### src/rtl/uart_core_if.sv
// FIFO-side bundle of uart_core: TX valid/ready handshake in, received word and status out.
interface uart_core_if #(
   parameter int DATA_BITS = 8
);
   logic [DATA_BITS-1:0] tx_data;
   logic                 tx_valid;
   logic                 tx_ready;
   logic                 tx_busy;
   logic [DATA_BITS-1:0] rx_data;
   logic                 rx_valid;
   logic                 rx_frame_err;
   logic                 rx_parity_err;
   logic                 rx_break;

   modport master (
      output tx_data, tx_valid,
      input  tx_ready, tx_busy, rx_data, rx_valid, rx_frame_err, rx_parity_err, rx_break
   );

   modport slave (
      input  tx_data, tx_valid,
      output tx_ready, tx_busy, rx_data, rx_valid, rx_frame_err, rx_parity_err, rx_break
   );
endinterface

### src/rtl/uart_core.sv
// Full-duplex UART engine: TX serialiser and 16x-oversampled RX deserialiser with runtime
// divisor, 5..8 data bits, optional parity, one/two stop bits, framing/parity/break flags.
//
// state      | meaning
// TX_IDLE    | line high, tx_ready=1, waiting for tx_valid
// TX_START   | driving start bit (0)
// TX_DATA    | shifting DATA_BITS data bits, LSB first
// TX_PARITY  | driving parity bit
// TX_STOP1   | first stop bit (1)
// TX_STOP2   | second stop bit when two_stop was set at accept
// RX_IDLE    | waiting for a synchronised falling edge while armed
// RX_START   | validating start bit at its majority point
// RX_DATA    | sampling data bits
// RX_PARITY  | sampling parity bit
// RX_STOP    | sampling stop bit, result published at its majority point
module uart_core #(
   parameter int DATA_BITS = 8,
   parameter int DIV_WIDTH = 16
) (
   input  logic                 clk,
   input  logic                 reset,
   input  logic [DIV_WIDTH-1:0] divisor,
   input  logic [1:0]           parity_mode,
   input  logic                 two_stop,
   output logic                 tx,
   input  logic                 rx,
   uart_core_if.slave           bus
);
   localparam logic [DIV_WIDTH-1:0] DIV_ONE = DIV_WIDTH'(1);

   typedef enum logic [2:0] {TX_IDLE, TX_START, TX_DATA, TX_PARITY, TX_STOP1, TX_STOP2} tx_state_t;
   typedef enum logic [2:0] {RX_IDLE, RX_START, RX_DATA, RX_PARITY, RX_STOP} rx_state_t;

   logic [DIV_WIDTH-1:0] div_eff;
   logic                 par_en, par_odd;

   assign div_eff = (divisor == '0) ? DIV_ONE : divisor;
   assign par_en  = parity_mode[0] ^ parity_mode[1];
   assign par_odd = (parity_mode == 2'b10);

   tx_state_t            tx_state, tx_next;
   logic [DIV_WIDTH-1:0] tx_div, tx_pre;
   logic [3:0]           tx_tcnt;
   logic [DATA_BITS-1:0] tx_shift;
   logic [2:0]           tx_bcnt;
   logic                 tx_par_en, tx_par_bit, tx_two;
   logic                 tx_accept, tx_tick, tx_bit_end;

   assign tx_accept  = (tx_state == TX_IDLE) && bus.tx_valid;
   assign tx_tick    = (tx_pre >= tx_div - DIV_ONE);
   assign tx_bit_end = tx_tick && (tx_tcnt == 4'd0);

   always_ff @(posedge clk) begin
      if (reset) tx_state <= TX_IDLE;
      else       tx_state <= tx_next;
   end

   always_comb begin
      tx_next = tx_state;
      case (tx_state)
         TX_IDLE:   if (bus.tx_valid) tx_next = TX_START;
         TX_START:  if (tx_bit_end) tx_next = TX_DATA;
         TX_DATA:   if (tx_bit_end && tx_bcnt == 3'd0) tx_next = tx_par_en ? TX_PARITY : TX_STOP1;
         TX_PARITY: if (tx_bit_end) tx_next = TX_STOP1;
         TX_STOP1:  if (tx_bit_end) tx_next = tx_two ? TX_STOP2 : TX_IDLE;
         TX_STOP2:  if (tx_bit_end) tx_next = TX_IDLE;
         default:   tx_next = TX_IDLE;
      endcase
   end

   always_comb begin
      tx = 1'b1;
      case (tx_state)
         TX_START:  tx = 1'b0;
         TX_DATA:   tx = tx_shift[0];
         TX_PARITY: tx = tx_par_bit;
         default:   tx = 1'b1;
      endcase
   end

   assign bus.tx_ready = (tx_state == TX_IDLE);
   assign bus.tx_busy  = (tx_state != TX_IDLE);

   // tx_tcnt counts bit ticks down; 0 is the terminal tick and wraps back to 15.
   always_ff @(posedge clk) begin
      if (reset) begin
         tx_div     <= '0;
         tx_pre     <= '0;
         tx_tcnt    <= 4'd0;
         tx_shift   <= '0;
         tx_bcnt    <= 3'd0;
         tx_par_en  <= 1'b0;
         tx_par_bit <= 1'b0;
         tx_two     <= 1'b0;
      end else if (tx_accept) begin
         tx_div     <= div_eff;
         tx_par_en  <= par_en;
         tx_par_bit <= (^bus.tx_data) ^ par_odd;
         tx_two     <= two_stop;
         tx_shift   <= bus.tx_data;
         tx_bcnt    <= 3'(DATA_BITS - 1);
         tx_pre     <= '0;
         tx_tcnt    <= 4'd15;
      end else if (tx_state != TX_IDLE) begin
         if (tx_tick) begin
            tx_pre  <= '0;
            tx_tcnt <= tx_tcnt - 4'd1;
            if (tx_tcnt == 4'd0 && tx_state == TX_DATA) begin
               tx_shift <= tx_shift >> 1;
               tx_bcnt  <= tx_bcnt - 3'd1;
            end
         end else begin
            tx_pre <= tx_pre + DIV_ONE;
         end
      end
   end

   rx_state_t            rx_state, rx_next;
   logic                 rx_s1, rx_s2, rx_s3;
   logic [DIV_WIDTH-1:0] rx_div, rx_pre, rx_div_sel;
   logic [3:0]           rx_tcnt;
   logic [DATA_BITS-1:0] rx_shift;
   logic [2:0]           rx_bcnt;
   logic                 rx_par_en, rx_odd, rx_par_bit, rx_smp7, rx_smp8, rx_armed;
   logic                 rx_tick, rx_mid, rx_end, rx_bit, rx_start;
   logic                 rx_done, rx_fe_c, rx_pe_c, rx_brk_c;

   assign rx_div_sel = (rx_state == RX_IDLE) ? div_eff : rx_div;
   assign rx_tick    = (rx_pre >= rx_div_sel - DIV_ONE);
   assign rx_mid     = rx_tick && (rx_tcnt == 4'd9);
   assign rx_end     = rx_tick && (rx_tcnt == 4'd15);
   assign rx_bit     = (rx_smp7 & rx_smp8) | (rx_smp7 & rx_s2) | (rx_smp8 & rx_s2);
   assign rx_start   = (rx_state == RX_IDLE) && rx_armed && rx_s3 && !rx_s2;

   always_ff @(posedge clk) begin
      if (reset) rx_state <= RX_IDLE;
      else       rx_state <= rx_next;
   end

   always_comb begin
      rx_next = rx_state;
      case (rx_state)
         RX_IDLE:   if (rx_start) rx_next = RX_START;
         RX_START:  if (rx_mid && rx_bit) rx_next = RX_IDLE;
                    else if (rx_end) rx_next = RX_DATA;
         RX_DATA:   if (rx_end && rx_bcnt == 3'd0) rx_next = rx_par_en ? RX_PARITY : RX_STOP;
         RX_PARITY: if (rx_end) rx_next = RX_STOP;
         RX_STOP:   if (rx_mid) rx_next = RX_IDLE;
         default:   rx_next = RX_IDLE;
      endcase
   end

   always_comb begin
      rx_done  = (rx_state == RX_STOP) && rx_mid;
      rx_fe_c  = !rx_bit;
      rx_pe_c  = rx_par_en && ((^rx_shift) ^ rx_odd ^ rx_par_bit);
      rx_brk_c = (rx_shift == '0) && !(rx_par_en && rx_par_bit) && !rx_bit;
   end

   // Sync flops reset low so the line must be seen high before the receiver arms.
   always_ff @(posedge clk) begin
      if (reset) begin
         rx_s1             <= 1'b0;
         rx_s2             <= 1'b0;
         rx_s3             <= 1'b0;
         rx_div            <= '0;
         rx_pre            <= '0;
         rx_tcnt           <= 4'd0;
         rx_shift          <= '0;
         rx_bcnt           <= 3'd0;
         rx_par_en         <= 1'b0;
         rx_odd            <= 1'b0;
         rx_par_bit        <= 1'b0;
         rx_smp7           <= 1'b0;
         rx_smp8           <= 1'b0;
         rx_armed          <= 1'b0;
         bus.rx_data       <= '0;
         bus.rx_valid      <= 1'b0;
         bus.rx_frame_err  <= 1'b0;
         bus.rx_parity_err <= 1'b0;
         bus.rx_break      <= 1'b0;
      end else begin
         rx_s1 <= rx;
         rx_s2 <= rx_s1;
         rx_s3 <= rx_s2;
         if (rx_start) begin
            rx_pre     <= '0;
            rx_tcnt    <= 4'd0;
            rx_div     <= div_eff;
            rx_par_en  <= par_en;
            rx_odd     <= par_odd;
            rx_par_bit <= 1'b0;
            rx_bcnt    <= 3'(DATA_BITS - 1);
         end else if (rx_tick) begin
            rx_pre  <= '0;
            rx_tcnt <= rx_tcnt + 4'd1;
         end else begin
            rx_pre <= rx_pre + DIV_ONE;
         end
         if (rx_tick && rx_tcnt == 4'd7) rx_smp7 <= rx_s2;
         if (rx_tick && rx_tcnt == 4'd8) rx_smp8 <= rx_s2;
         if (rx_state == RX_DATA && rx_mid) rx_shift <= {rx_bit, rx_shift[DATA_BITS-1:1]};
         if (rx_state == RX_DATA && rx_end) rx_bcnt <= rx_bcnt - 3'd1;
         if (rx_state == RX_PARITY && rx_mid) rx_par_bit <= rx_bit;
         bus.rx_valid <= rx_done;
         if (rx_done) begin
            bus.rx_data       <= rx_shift;
            bus.rx_frame_err  <= rx_fe_c;
            bus.rx_parity_err <= rx_pe_c;
            bus.rx_break      <= rx_brk_c;
         end
         if (rx_done && !rx_bit)  rx_armed <= 1'b0;
         else if (rx_tick && rx_s2) rx_armed <= 1'b1;
      end
   end
endmodule

### src/flat_wrapper.sv
// flat-port wrapper written by rule: the top's interface ports become plain ports
module uart_core_flat 
#(
   parameter int DATA_BITS = 8,
   parameter int DIV_WIDTH = 16
)
  (clk, reset, divisor, parity_mode, two_stop, tx, rx, bus_tx_data, bus_tx_valid, bus_tx_ready, bus_tx_busy, bus_rx_data, bus_rx_valid, bus_rx_frame_err, bus_rx_parity_err, bus_rx_break);
  uart_core_if #(.DATA_BITS(DATA_BITS)) bus_i ();
  input  logic clk;
  input  logic reset;
  input  logic [DIV_WIDTH-1:0] divisor;
  input  logic [1:0] parity_mode;
  input  logic two_stop;
  output logic tx;
  input  logic rx;
  input wire logic [$bits(bus_i.tx_data)-1:0] bus_tx_data;
  input wire logic [$bits(bus_i.tx_valid)-1:0] bus_tx_valid;
  output wire logic [$bits(bus_i.tx_ready)-1:0] bus_tx_ready;
  output wire logic [$bits(bus_i.tx_busy)-1:0] bus_tx_busy;
  output wire logic [$bits(bus_i.rx_data)-1:0] bus_rx_data;
  output wire logic [$bits(bus_i.rx_valid)-1:0] bus_rx_valid;
  output wire logic [$bits(bus_i.rx_frame_err)-1:0] bus_rx_frame_err;
  output wire logic [$bits(bus_i.rx_parity_err)-1:0] bus_rx_parity_err;
  output wire logic [$bits(bus_i.rx_break)-1:0] bus_rx_break;
  assign bus_i.tx_data = bus_tx_data;
  assign bus_i.tx_valid = bus_tx_valid;
  assign bus_tx_ready = bus_i.tx_ready;
  assign bus_tx_busy = bus_i.tx_busy;
  assign bus_rx_data = bus_i.rx_data;
  assign bus_rx_valid = bus_i.rx_valid;
  assign bus_rx_frame_err = bus_i.rx_frame_err;
  assign bus_rx_parity_err = bus_i.rx_parity_err;
  assign bus_rx_break = bus_i.rx_break;
  uart_core #(.DATA_BITS(DATA_BITS), .DIV_WIDTH(DIV_WIDTH)) u_core (.clk(clk), .reset(reset), .divisor(divisor), .parity_mode(parity_mode), .two_stop(two_stop), .tx(tx), .rx(rx), .bus(bus_i));
endmodule
### config.mk
export PLATFORM = sky130hd
export DESIGN_NAME = uart_core_flat
export DESIGN_NICKNAME = d
export VERILOG_FILES = /design/src/rtl/uart_core_if.sv /design/src/rtl/uart_core.sv /design/src/flat_wrapper.sv
export SDC_FILE = /design/constraint.sdc
export NUM_CORES = 1
export LEC_CHECK = 0
export ABC_AREA = 0
export CAP_MARGIN = 20
export CORE_ASPECT_RATIO = 0.7
export CORE_MARGIN = 5
export CORE_UTILIZATION = 60
export CTS_CLUSTER_DIAMETER = 100
export CTS_CLUSTER_SIZE = 14
export DETAILED_ROUTE_END_ITERATION = 12
export HOLD_SLACK_MARGIN = 0.05
export PLACE_DENSITY = 0.81
export RECOVER_POWER = 100
export SLEW_MARGIN = 10
export SYNTH_ARGS = -nofsm -noshare
export SYNTH_HDL_FRONTEND = slang
export SYNTH_SLANG_ARGS = --single-unit
### constraint.sdc
create_clock -name clk -period 8.9 [get_ports clk]
set_input_delay 1.335 -clock clk [delete_from_list [all_inputs] [get_ports clk]]
set_output_delay 1.335 -clock clk [all_outputs]
set_load 0.005 [all_outputs]
==> flow_results.xml, run 1 <==
<?xml version="1.0" encoding="UTF-8"?>
<metrics>
  <group name="pwr">
    <metric name="power_frac_seq" unit="%">39.6</metric>
    <metric name="cellInternalPower" unit="mW">1.103</metric>
    <metric name="switching_share" unit="%">25.49</metric>
    <metric name="logic_gate_share_of_total_power" unit="%">13.2</metric>
    <metric name="power.density" unit="nW/um^2">183.9</metric>
    <metric name="ir_worst_vdd" unit="mV">0.1410</metric>
    <metric name="clock_power_share" unit="%">47.3</metric>
    <metric name="power.switching" unit="mW">0.3774</metric>
    <metric name="power.total" unit="mW">1.481</metric>
    <metric name="p_leak" unit="nW">3.134</metric>
  </group>
  <group name="timing">
    <metric name="max_freq" unit="MHz">148.5</metric>
    <metric name="total_count_of_hold_check_failures_in_the_final_report" unit="">0</metric>
    <metric name="maxSlewViolCount" unit="">109</metric>
    <metric name="setup_viol" unit="">0</metric>
    <metric name="max_slew.worst_pin.slew" unit="ns">3.032</metric>
    <metric name="setup_total_negative_slack" unit="ns">0</metric>
    <metric name="maxSlewHeadroom" unit="%">-102.2</metric>
    <metric name="grt_setup_unrepaired" unit="">false</metric>
    <metric name="final.period_utilization" unit="%">75.65</metric>
    <metric name="min_period" unit="ns">6.733</metric>
    <metric name="timing.clock.skew" unit="ns">0.006446</metric>
  </group>
  <group name="layout">
    <metric name="final_design_area_no_fill" unit="um^2">8053</metric>
    <metric name="nNetsFinal" unit="">957</metric>
    <metric name="layout-drive-gt1-share" unit="%">4.724</metric>
    <metric name="ant_diodes" unit="">0</metric>
    <metric name="synthToLayoutAreaGrowth" unit="%">13.35</metric>
    <metric name="finish.utilization" unit="%">69.16</metric>
  </group>
  <group name="critical_path">
    <metric name="cp-start-kind" unit="">input pin</metric>
    <metric name="crit_path_top_delay_cell" unit="">nor3_1</metric>
    <metric name="rr_startpoint" unit="">u_core.tx_div[2]</metric>
    <metric name="cp_max_fo" unit="">15</metric>
    <metric name="timing.critical_path.cells" unit="">dlygate4sd3_1 -&gt; nor4_1 -&gt; nand4_1 -&gt; nor3_1 -&gt; nor2_1 -&gt; nor2_1 -&gt; a21oi_1 -&gt; ha_1 -&gt; o21ai_0 -&gt; nor2_1 -&gt; nand2_1 -&gt; xnor2_1 -&gt; ha_1 -&gt; nand4_1 -&gt; or4_1 -&gt; a31o_1 -&gt; nor3_1 -&gt; a211oi_1</metric>
    <metric name="critPathMostFrequentCell" unit="">nor2_1</metric>
    <metric name="setup.worst_path.end_class" unit="">register</metric>
    <metric name="worst-r2r-cell-count" unit="">14</metric>
    <metric name="timing.critical_path.slowest_cell_delay" unit="ns">1.40</metric>
    <metric name="ff2ff_setup_slack" unit="ns">2.70</metric>
    <metric name="cp.required" unit="ns">9.05</metric>
    <metric name="worstPathArrival" unit="ns">6.89</metric>
    <metric name="setup.worst_path.class" unit="">input pin to register</metric>
    <metric name="worstReg2RegEnd" unit="">u_core.tx_pre[4]</metric>
    <metric name="worst_setup_path_startpoint" unit="">divisor[3]</metric>
  </group>
  <group name="cts">
    <metric name="cts-hold-fix-buffers" unit="">0</metric>
    <metric name="htree_num_levels" unit="">4</metric>
    <metric name="tritoncts" unit="">built</metric>
    <metric name="cts_inserted_buffers" unit="">17</metric>
    <metric name="cts_sinks" unit="">124</metric>
    <metric name="clkTransAtPathRegs" unit="ns">0.06</metric>
    <metric name="ctsRootBufferMaster" unit="">clkbuf_16</metric>
    <metric name="clock_path_buffers" unit="">2</metric>
    <metric name="cts_resized" unit="">0</metric>
    <metric name="clock_latency" unit="ns">0.42</metric>
    <metric name="cts.repair_timing.setup_buffer_count" unit="">0</metric>
  </group>
  <group name="grt">
    <metric name="grt.total_usage" unit="%">24.04</metric>
    <metric name="global_route.usage.met3" unit="%">5.974</metric>
    <metric name="grt.met2_usage" unit="%">39.49</metric>
    <metric name="grt_pass1_wl" unit="mm">28.08</metric>
    <metric name="grt_max_degree" unit="">68</metric>
    <metric name="groute.layer.met1.usage" unit="%">31.14</metric>
    <metric name="grt_antenna_before_repair" unit="">0</metric>
    <metric name="globalRoute.totalOverflow" unit="">0</metric>
    <metric name="first_global_vias" unit="">5960</metric>
    <metric name="gr-max-usage-layer" unit="">met2</metric>
  </group>
  <group name="synthesis">
    <metric name="netlist_area" unit="um^2">7104</metric>
    <metric name="synth.top_cells.by_count" unit="">137 x nand2_1, 124 x dfxtp_1, 89 x nor2_1</metric>
    <metric name="synth-main-ff-cell" unit="">dfxtp_1</metric>
    <metric name="yosys.area_share.simple" unit="%">24.18</metric>
    <metric name="synth_enable_flop_cells" unit="">0</metric>
    <metric name="yosysWarnings" unit="">0</metric>
    <metric name="synthAdderAreaFrac" unit="%">8.806</metric>
    <metric name="synth_cell_types" unit="">73</metric>
    <metric name="synth_top_area_cell" unit="">dfxtp_1</metric>
    <metric name="avgSynthCellArea" unit="um^2">8.388</metric>
    <metric name="proportion_of_synthesized_chip_area_in_sequential_cells" unit="%">34.94</metric>
    <metric name="synth_compound_gate_area_share" unit="%">14.07</metric>
    <metric name="xor_xnor_share_of_the_synthesized_area" unit="%">8.630</metric>
    <metric name="synthTopCellsByArea" unit="">dfxtp_1 35%, ha_1 8.8%, nand2_1 7.2%</metric>
    <metric name="synth.area.mux_share" unit="%">4.667</metric>
    <metric name="synth_largest_type_area_fraction" unit="%">34.94</metric>
    <metric name="syn_inst" unit="">847</metric>
    <metric name="synth_async_sr_flop_share" unit="%">0</metric>
    <metric name="synth_most_common_cell" unit="">nand2_1</metric>
    <metric name="synth_top_family_by_area" unit="">simple AND/OR/NAND/NOR gates</metric>
    <metric name="ys_seq_elements" unit="">124</metric>
    <metric name="mappedNetlistNets" unit="">928</metric>
  </group>
  <group name="detailed_routing">
    <metric name="totalWireLength" unit="mm">16.77</metric>
    <metric name="vias" unit="">6203</metric>
    <metric name="routed_via_density" unit="">5.930</metric>
    <metric name="first_pass_iters" unit="">5</metric>
    <metric name="drt.antenna.violating_nets" unit="">0</metric>
    <metric name="drt-initial-drc-count" unit="">439</metric>
    <metric name="remaining_drc_errors" unit="">0</metric>
    <metric name="wire_per_inst" unit="um">16.03</metric>
  </group>
  <group name="die">
    <metric name="design.die.area" unit="um^2">14150</metric>
    <metric name="coreArea" unit="um^2">11640</metric>
    <metric name="die-height" unit="um">101.0</metric>
    <metric name="row_count" unit="">33</metric>
    <metric name="boundaryPins" unit="">46</metric>
    <metric name="initial_core_util" unit="%">61.01</metric>
    <metric name="die_w" unit="um">140.1</metric>
  </group>
  <group name="placement">
    <metric name="portBuffers" unit="">45</metric>
    <metric name="hpwlAfterDp" unit="mm">11.56</metric>
    <metric name="finalWeightedCongestion" unit="">0.8952</metric>
    <metric name="postPlaceCellArea" unit="um^2">7561</metric>
  </group>
  <group name="status">
    <metric name="violations_in_the_final_reports" unit="">capacitance limit, slew limit</metric>
    <metric name="run_status" unit="">complete, but fails checks</metric>
  </group>
  <group name="worst_hold_path">
    <metric name="worst_hold_startpoint" unit="">u_core.rx_s1</metric>
    <metric name="min-delay-path-class" unit="">register to register</metric>
    <metric name="worstHoldPathCells" unit="">1</metric>
    <metric name="hold-path-endpoint" unit="">u_core.rx_s2</metric>
  </group>
  <group name="job">
    <metric name="maxCapViolations" unit="">3</metric>
  </group>
</metrics>
## kinds of logic (layout without fill, tap and decap cells)
logic type | Yosys count | in the layout
flip-flops | 124 | 124
multiplexers | 33 | 33
adder cells (fa/ha/maj) | 50 | 50
AND/OR/NAND/NOR | 361 | 361
AO/OA/AOI/OAI | 137 | 137
XOR/XNOR | 70 | 70
buffers and inverters | 72 | 114
## sequential cells by signal, indices dropped and copies added (netlist names), 3 cells and up
signal,cells
u_core.tx_state,3
u_core.tx_bcnt,3
u_core.rx_state,3
u_core.tx_pre,16
u_core.tx_tcnt,4
u_core.rx_tcnt,4
u_core.rx_div,16
u_core.rx_bcnt,3
u_core.bus.rx_data,8
u_core.tx_shift,8
u_core.rx_pre,16
u_core.rx_shift,8
u_core.tx_div,16
## worst max-delay path, delay by kind of cell
| family | cells | cell delay [ns] |
|---|---|---|
| AOI/OAI and AO/OA | 4 | 0.97 |
| buffers and inverters | 1 | 0.71 |
| and+or+nand+nor | 10 | 3.19 |
| adders and majority gates | 2 | 0.53 |
| xor gates and xnor gates | 1 | 0.15 |
## worst max-delay path by stage
stage | cells past startpoint | slack [ns] | end
3_3_place_gp | 18 | 3.12 | u_core.bus.rx_data[7]
4_1_cts | 18 | 3.33 | u_core.bus.rx_data[2]
6_report | 18 | 2.17 | u_core.bus.rx_frame_err
2_1_floorplan | 17 | 4.32 | u_core.rx_par_bit
5_1_grt | 18 | 1.67 | u_core.bus.rx_break
3_5_place_dp | 18 | 2.91 | u_core.bus.rx_data[5]
## cell usage in the layout, fill, tap and decap left out, types with 4 or more instances in the layout
cell               n
clkbuf_1           6
dfxtp_1          124
a2111oi_0          9
xnor2_1           45
or3_1              7
nor4_1            13
nor2_1            89
ha_1              50
o21ai_0           13
nand2b_1           6
or4_1              6
a21o_1             4
a21oi_1           54
mux2i_1           32
a31oi_1            4
nor3_1            23
and3_1             9
nand3_1           27
o211ai_1           7
clkbuf_16         17
nor2b_1            5
xor2_1            25
inv_1             32
clkdlybuf4s50_1   28
nand2_1          137
dlygate4sd3_1     16
a211oi_1          17
nand4_1           14
## layer usage
| layer | wire, um | part of all wire, % |
|---|---|---|
| met1 | 7700 | 46 |
| met2 | 7727 | 46 |
| met3 | 1021 | 6.1 |
| met4 | 321 | 1.9 |
| met5 | 0 | 0 |
## area by class of cell
class                           instances  area, um^2
Clock buffer                           22       454.2
Clock inverter                         10       140.1
Fill cell                             919        3591
Inverter                               32       120.1
Multi-Input combinational cell        651        4177
Sequential cell                       124        2482
Tap cell                              157       196.4
Timing Repair Buffer                   50       483.0
## power by group through the flow
stage	Sequential (mW)	Clock (mW)	Combinational (mW)
global route	0.587	0.731	0.217
detailed placement	0.597	0	0.193
global placement	0.596	0	0.185
finish	0.586	0.700	0.195
floorplan	0.592	0	0.145
CTS	0.585	0.705	0.196
## metrics by stage
stage / setup WS (ns) / hold WS [ns] / std cells
after CTS: 3.332 / 0.4380 / 1044
after global routing: 1.672 / 0.4634 / 1046
after floorplan: 4.319 / 0.4138 / 847
after detailed placement: 2.914 / 0.4248 / 1012
final: 2.167 / 0.4390 / 1046
after global placement: 3.120 / 0.4263 / 1012
No activity file was read; power rests on OpenSTA's default activity.
==> run 2, diff against run 1 <==
==> constraint.sdc (replaced) <==
create_clock -name clk -period 7 [get_ports clk]
set_input_delay 1.05 -clock clk [delete_from_list [all_inputs] [get_ports clk]]
set_output_delay 1.05 -clock clk [all_outputs]
set_load 0.005 [all_outputs]
==> run 2 against run 1 <==
- the flow still finishes with violations (capacitance limit, slew limit)
- register-to-register slack got worse by 0.95 ns
- design area up 1.2%
- setup slack worse by 1.1 ns
- global-route usage rose by 0.20 points
- sequential share of layout area fell by 0.37 points
- critical path type unchanged
- largest cell class unchanged
==> flow_results.xml, run 2 (synthesis gave the netlist of run 1 again) <==
<?xml version="1.0" encoding="UTF-8"?>
<metrics>
  <group name="critical_path">
    <metric name="worstPathArrival" unit="ns">6.18</metric>
    <metric name="cp_max_fo" unit="">8</metric>
    <metric name="rr_startpoint" unit="">u_core.rx_state[1]</metric>
    <metric name="worstReg2RegEnd" unit="">u_core.rx_shift[6]</metric>
    <metric name="setup.worst_path.class" unit="">input pin to register</metric>
    <metric name="cp-start-kind" unit="">input pin</metric>
    <metric name="cp.required" unit="ns">7.28</metric>
    <metric name="ff2ff_setup_slack" unit="ns">1.75</metric>
    <metric name="worst-r2r-cell-count" unit="">13</metric>
    <metric name="setup.worst_path.end_class" unit="">register</metric>
  </group>
  <group name="timing">
    <metric name="setup_viol" unit="">0</metric>
    <metric name="finalHoldWorstSlack" unit="ns">0.4398</metric>
    <metric name="maxSlewViolCount" unit="">68</metric>
    <metric name="final.period_utilization" unit="%">84.22</metric>
    <metric name="total_count_of_hold_check_failures_in_the_final_report" unit="">0</metric>
    <metric name="min_period" unit="ns">5.895</metric>
    <metric name="timing.clock.skew" unit="ns">0.01016</metric>
    <metric name="max_slew.worst_pin.slew" unit="ns">3.093</metric>
    <metric name="maxSlewHeadroom" unit="%">-106.2</metric>
    <metric name="setup_total_negative_slack" unit="ns">0</metric>
    <metric name="max_freq" unit="MHz">169.6</metric>
    <metric name="grt_setup_unrepaired" unit="">false</metric>
  </group>
  <group name="detailed_routing">
    <metric name="vias" unit="">6249</metric>
    <metric name="drt.antenna.violating_nets" unit="">0</metric>
    <metric name="wire_per_inst" unit="um">16.03</metric>
    <metric name="first_pass_iters" unit="">5</metric>
    <metric name="remaining_drc_errors" unit="">0</metric>
    <metric name="routed_via_density" unit="">5.974</metric>
    <metric name="drt-initial-drc-count" unit="">484</metric>
    <metric name="totalWireLength" unit="mm">16.77</metric>
  </group>
  <group name="cts">
    <metric name="cts_inserted_buffers" unit="">17</metric>
    <metric name="ctsRootBufferMaster" unit="">clkbuf_16</metric>
    <metric name="htree_num_levels" unit="">4</metric>
    <metric name="cts-hold-fix-buffers" unit="">0</metric>
    <metric name="cts_resized" unit="">0</metric>
    <metric name="clock_path_buffers" unit="">2</metric>
    <metric name="cts.repair_timing.setup_buffer_count" unit="">0</metric>
    <metric name="clkTransAtPathRegs" unit="ns">0.06</metric>
    <metric name="cts_sinks" unit="">124</metric>
    <metric name="tritoncts" unit="">built</metric>
    <metric name="clock_latency" unit="ns">0.42</metric>
  </group>
  <group name="grt">
    <metric name="globalRoute.totalOverflow" unit="">0</metric>
    <metric name="grt_antenna_before_repair" unit="">0</metric>
    <metric name="global_route.usage.met3" unit="%">6.543</metric>
    <metric name="first_global_vias" unit="">5976</metric>
    <metric name="groute.layer.met1.usage" unit="%">31.34</metric>
    <metric name="grt.total_usage" unit="%">24.24</metric>
    <metric name="gr-max-usage-layer" unit="">met2</metric>
    <metric name="grt.met2_usage" unit="%">40.19</metric>
    <metric name="grt_max_degree" unit="">68</metric>
    <metric name="grt_pass1_wl" unit="mm">28.34</metric>
  </group>
  <group name="placement">
    <metric name="portBuffers" unit="">45</metric>
    <metric name="finalWeightedCongestion" unit="">0.8954</metric>
    <metric name="postPlaceCellArea" unit="um^2">7561</metric>
    <metric name="dpl.cell_count" unit="">1012</metric>
    <metric name="hpwlAfterDp" unit="mm">11.60</metric>
  </group>
  <group name="die">
    <metric name="coreArea" unit="um^2">11640</metric>
    <metric name="row_count" unit="">33</metric>
    <metric name="initial_core_util" unit="%">61.01</metric>
    <metric name="boundaryPins" unit="">46</metric>
    <metric name="die-height" unit="um">101.0</metric>
    <metric name="design.die.area" unit="um^2">14150</metric>
    <metric name="die_w" unit="um">140.1</metric>
  </group>
  <group name="layout">
    <metric name="synthToLayoutAreaGrowth" unit="%">14.74</metric>
    <metric name="final_cell_count_no_fill" unit="">1046</metric>
    <metric name="layout-drive-gt1-share" unit="%">5.287</metric>
    <metric name="mostFrequentLayoutCell" unit="">nand2_1</metric>
    <metric name="nNetsFinal" unit="">957</metric>
    <metric name="ant_diodes" unit="">0</metric>
    <metric name="final_design_area_no_fill" unit="um^2">8152</metric>
    <metric name="layout_common_cells" unit="">137 x nand2_1, 124 x dfxtp_1, 89 x nor2_1, 54 x a21oi_1, 50 x ha_1</metric>
    <metric name="finish.utilization" unit="%">70.01</metric>
    <metric name="num-fill-cells" unit="">906</metric>
  </group>
  <group name="worst_hold_path">
    <metric name="hold-path-endpoint" unit="">u_core.rx_s2</metric>
    <metric name="worst_hold_startpoint" unit="">u_core.rx_s1</metric>
    <metric name="worstHoldPathCells" unit="">1</metric>
    <metric name="min-delay-path-class" unit="">register to register</metric>
  </group>
  <group name="pwr">
    <metric name="p_leak" unit="nW">3.172</metric>
    <metric name="power_frac_seq" unit="%">38.5</metric>
    <metric name="switching_share" unit="%">24.66</metric>
    <metric name="clock_power_share" unit="%">48.7</metric>
    <metric name="power.switching" unit="mW">0.4772</metric>
    <metric name="cellInternalPower" unit="mW">1.458</metric>
    <metric name="power.density" unit="nW/um^2">237.4</metric>
    <metric name="logic_gate_share_of_total_power" unit="%">12.8</metric>
    <metric name="ir_worst_vdd" unit="mV">0.1986</metric>
  </group>
  <group name="status">
    <metric name="violations_in_the_final_reports" unit="">capacitance limit, slew limit</metric>
    <metric name="run_status" unit="">complete, but fails checks</metric>
  </group>
  <group name="job">
    <metric name="maxCapViolations" unit="">1</metric>
  </group>
</metrics>
==> run 2: cell types whose count changed in the layout (fill, tap and decap cells not counted), moves of 2 or more <==
cell / before / now
a2111oi_0: 9 / 7
clkbuf_8: 1 / 3
clkinv_2: 3 / 1
clkinv_4: 3 / 1
clkinvlp_4: 0 / 2
==> run 2: worst max path at each step <==
stage,startpoint,end,cells past startpoint
floorplan,divisor[7],u_core.rx_par_bit,17
global placement,divisor[6],u_core.bus.rx_data[7],18
detailed placement,divisor[6],u_core.bus.rx_data[7],18
CTS,divisor[6],u_core.bus.rx_data[5],18
global route,reset,u_core.tx_pre[4],6
finish,divisor[6],u_core.rx_shift[6],18
==> run 2: worst max-delay path, cell delays in order <==
cell and delay, ns:
dlygate4sd3_1 0.68, nor4_1 0.12, nand4_1 0.18, nor3_1 0.06, nor2_1 0.19, nor2_1 0.08
a21oi_1 0.24, ha_1 0.25, o21ai_0 0.15, nor2_1 0.32, nand2_1 0.15, xnor2_1 0.16
ha_1 0.31, nand4_1 0.12, or4_1 0.60, a311oi_1 1.03, nand3_4 0.29, mux2i_1 0.19
==> run 2: stage by stage <==
stage / setup slack (ns) / total power, mW
finish: 1.105 / 1.935
global route: 0.8020 / 2.011
CTS: 1.592 / 1.947
detailed placement: 1.236 / 1.005
global placement: 1.505 / 0.9927
floorplan: 2.704 / 0.9374
==> run 2: layer usage <==
| layer | routed length, um | share of wire, % | vias up |
|---|---|---|---|
| met3 | 1093 | 6.5 | 37 |
| met5 | 0 | 0 | - |
| met2 | 7758 | 46 | 204 |
| met1 | 7608 | 45 | 2986 |
| met4 | 307 | 1.8 | 0 |
| li1 | - | - | 3022 |
==> run 2: power groups by stage <==
stage               combinational, mW  sequential [mW]  clock, mW
finish                          0.249            0.745      0.942
CTS                             0.250            0.744      0.952
global route                    0.278            0.747      0.986
detailed placement              0.246            0.759          0
floorplan                       0.185            0.752          0
global placement                0.235            0.758          0
==> run 2: layout make-up <==
cell class                 count  area, um^2  area share [%]
clock buffer                  23       478.0           5.863
clock inverter                 9       157.7           1.934
inverter                      32       120.1           1.474
multi-input combinational    651        4234           51.94
sequential                   124        2482           30.45
tap                          157       196.4           2.410
timing repair buffer          50       483.0           5.925
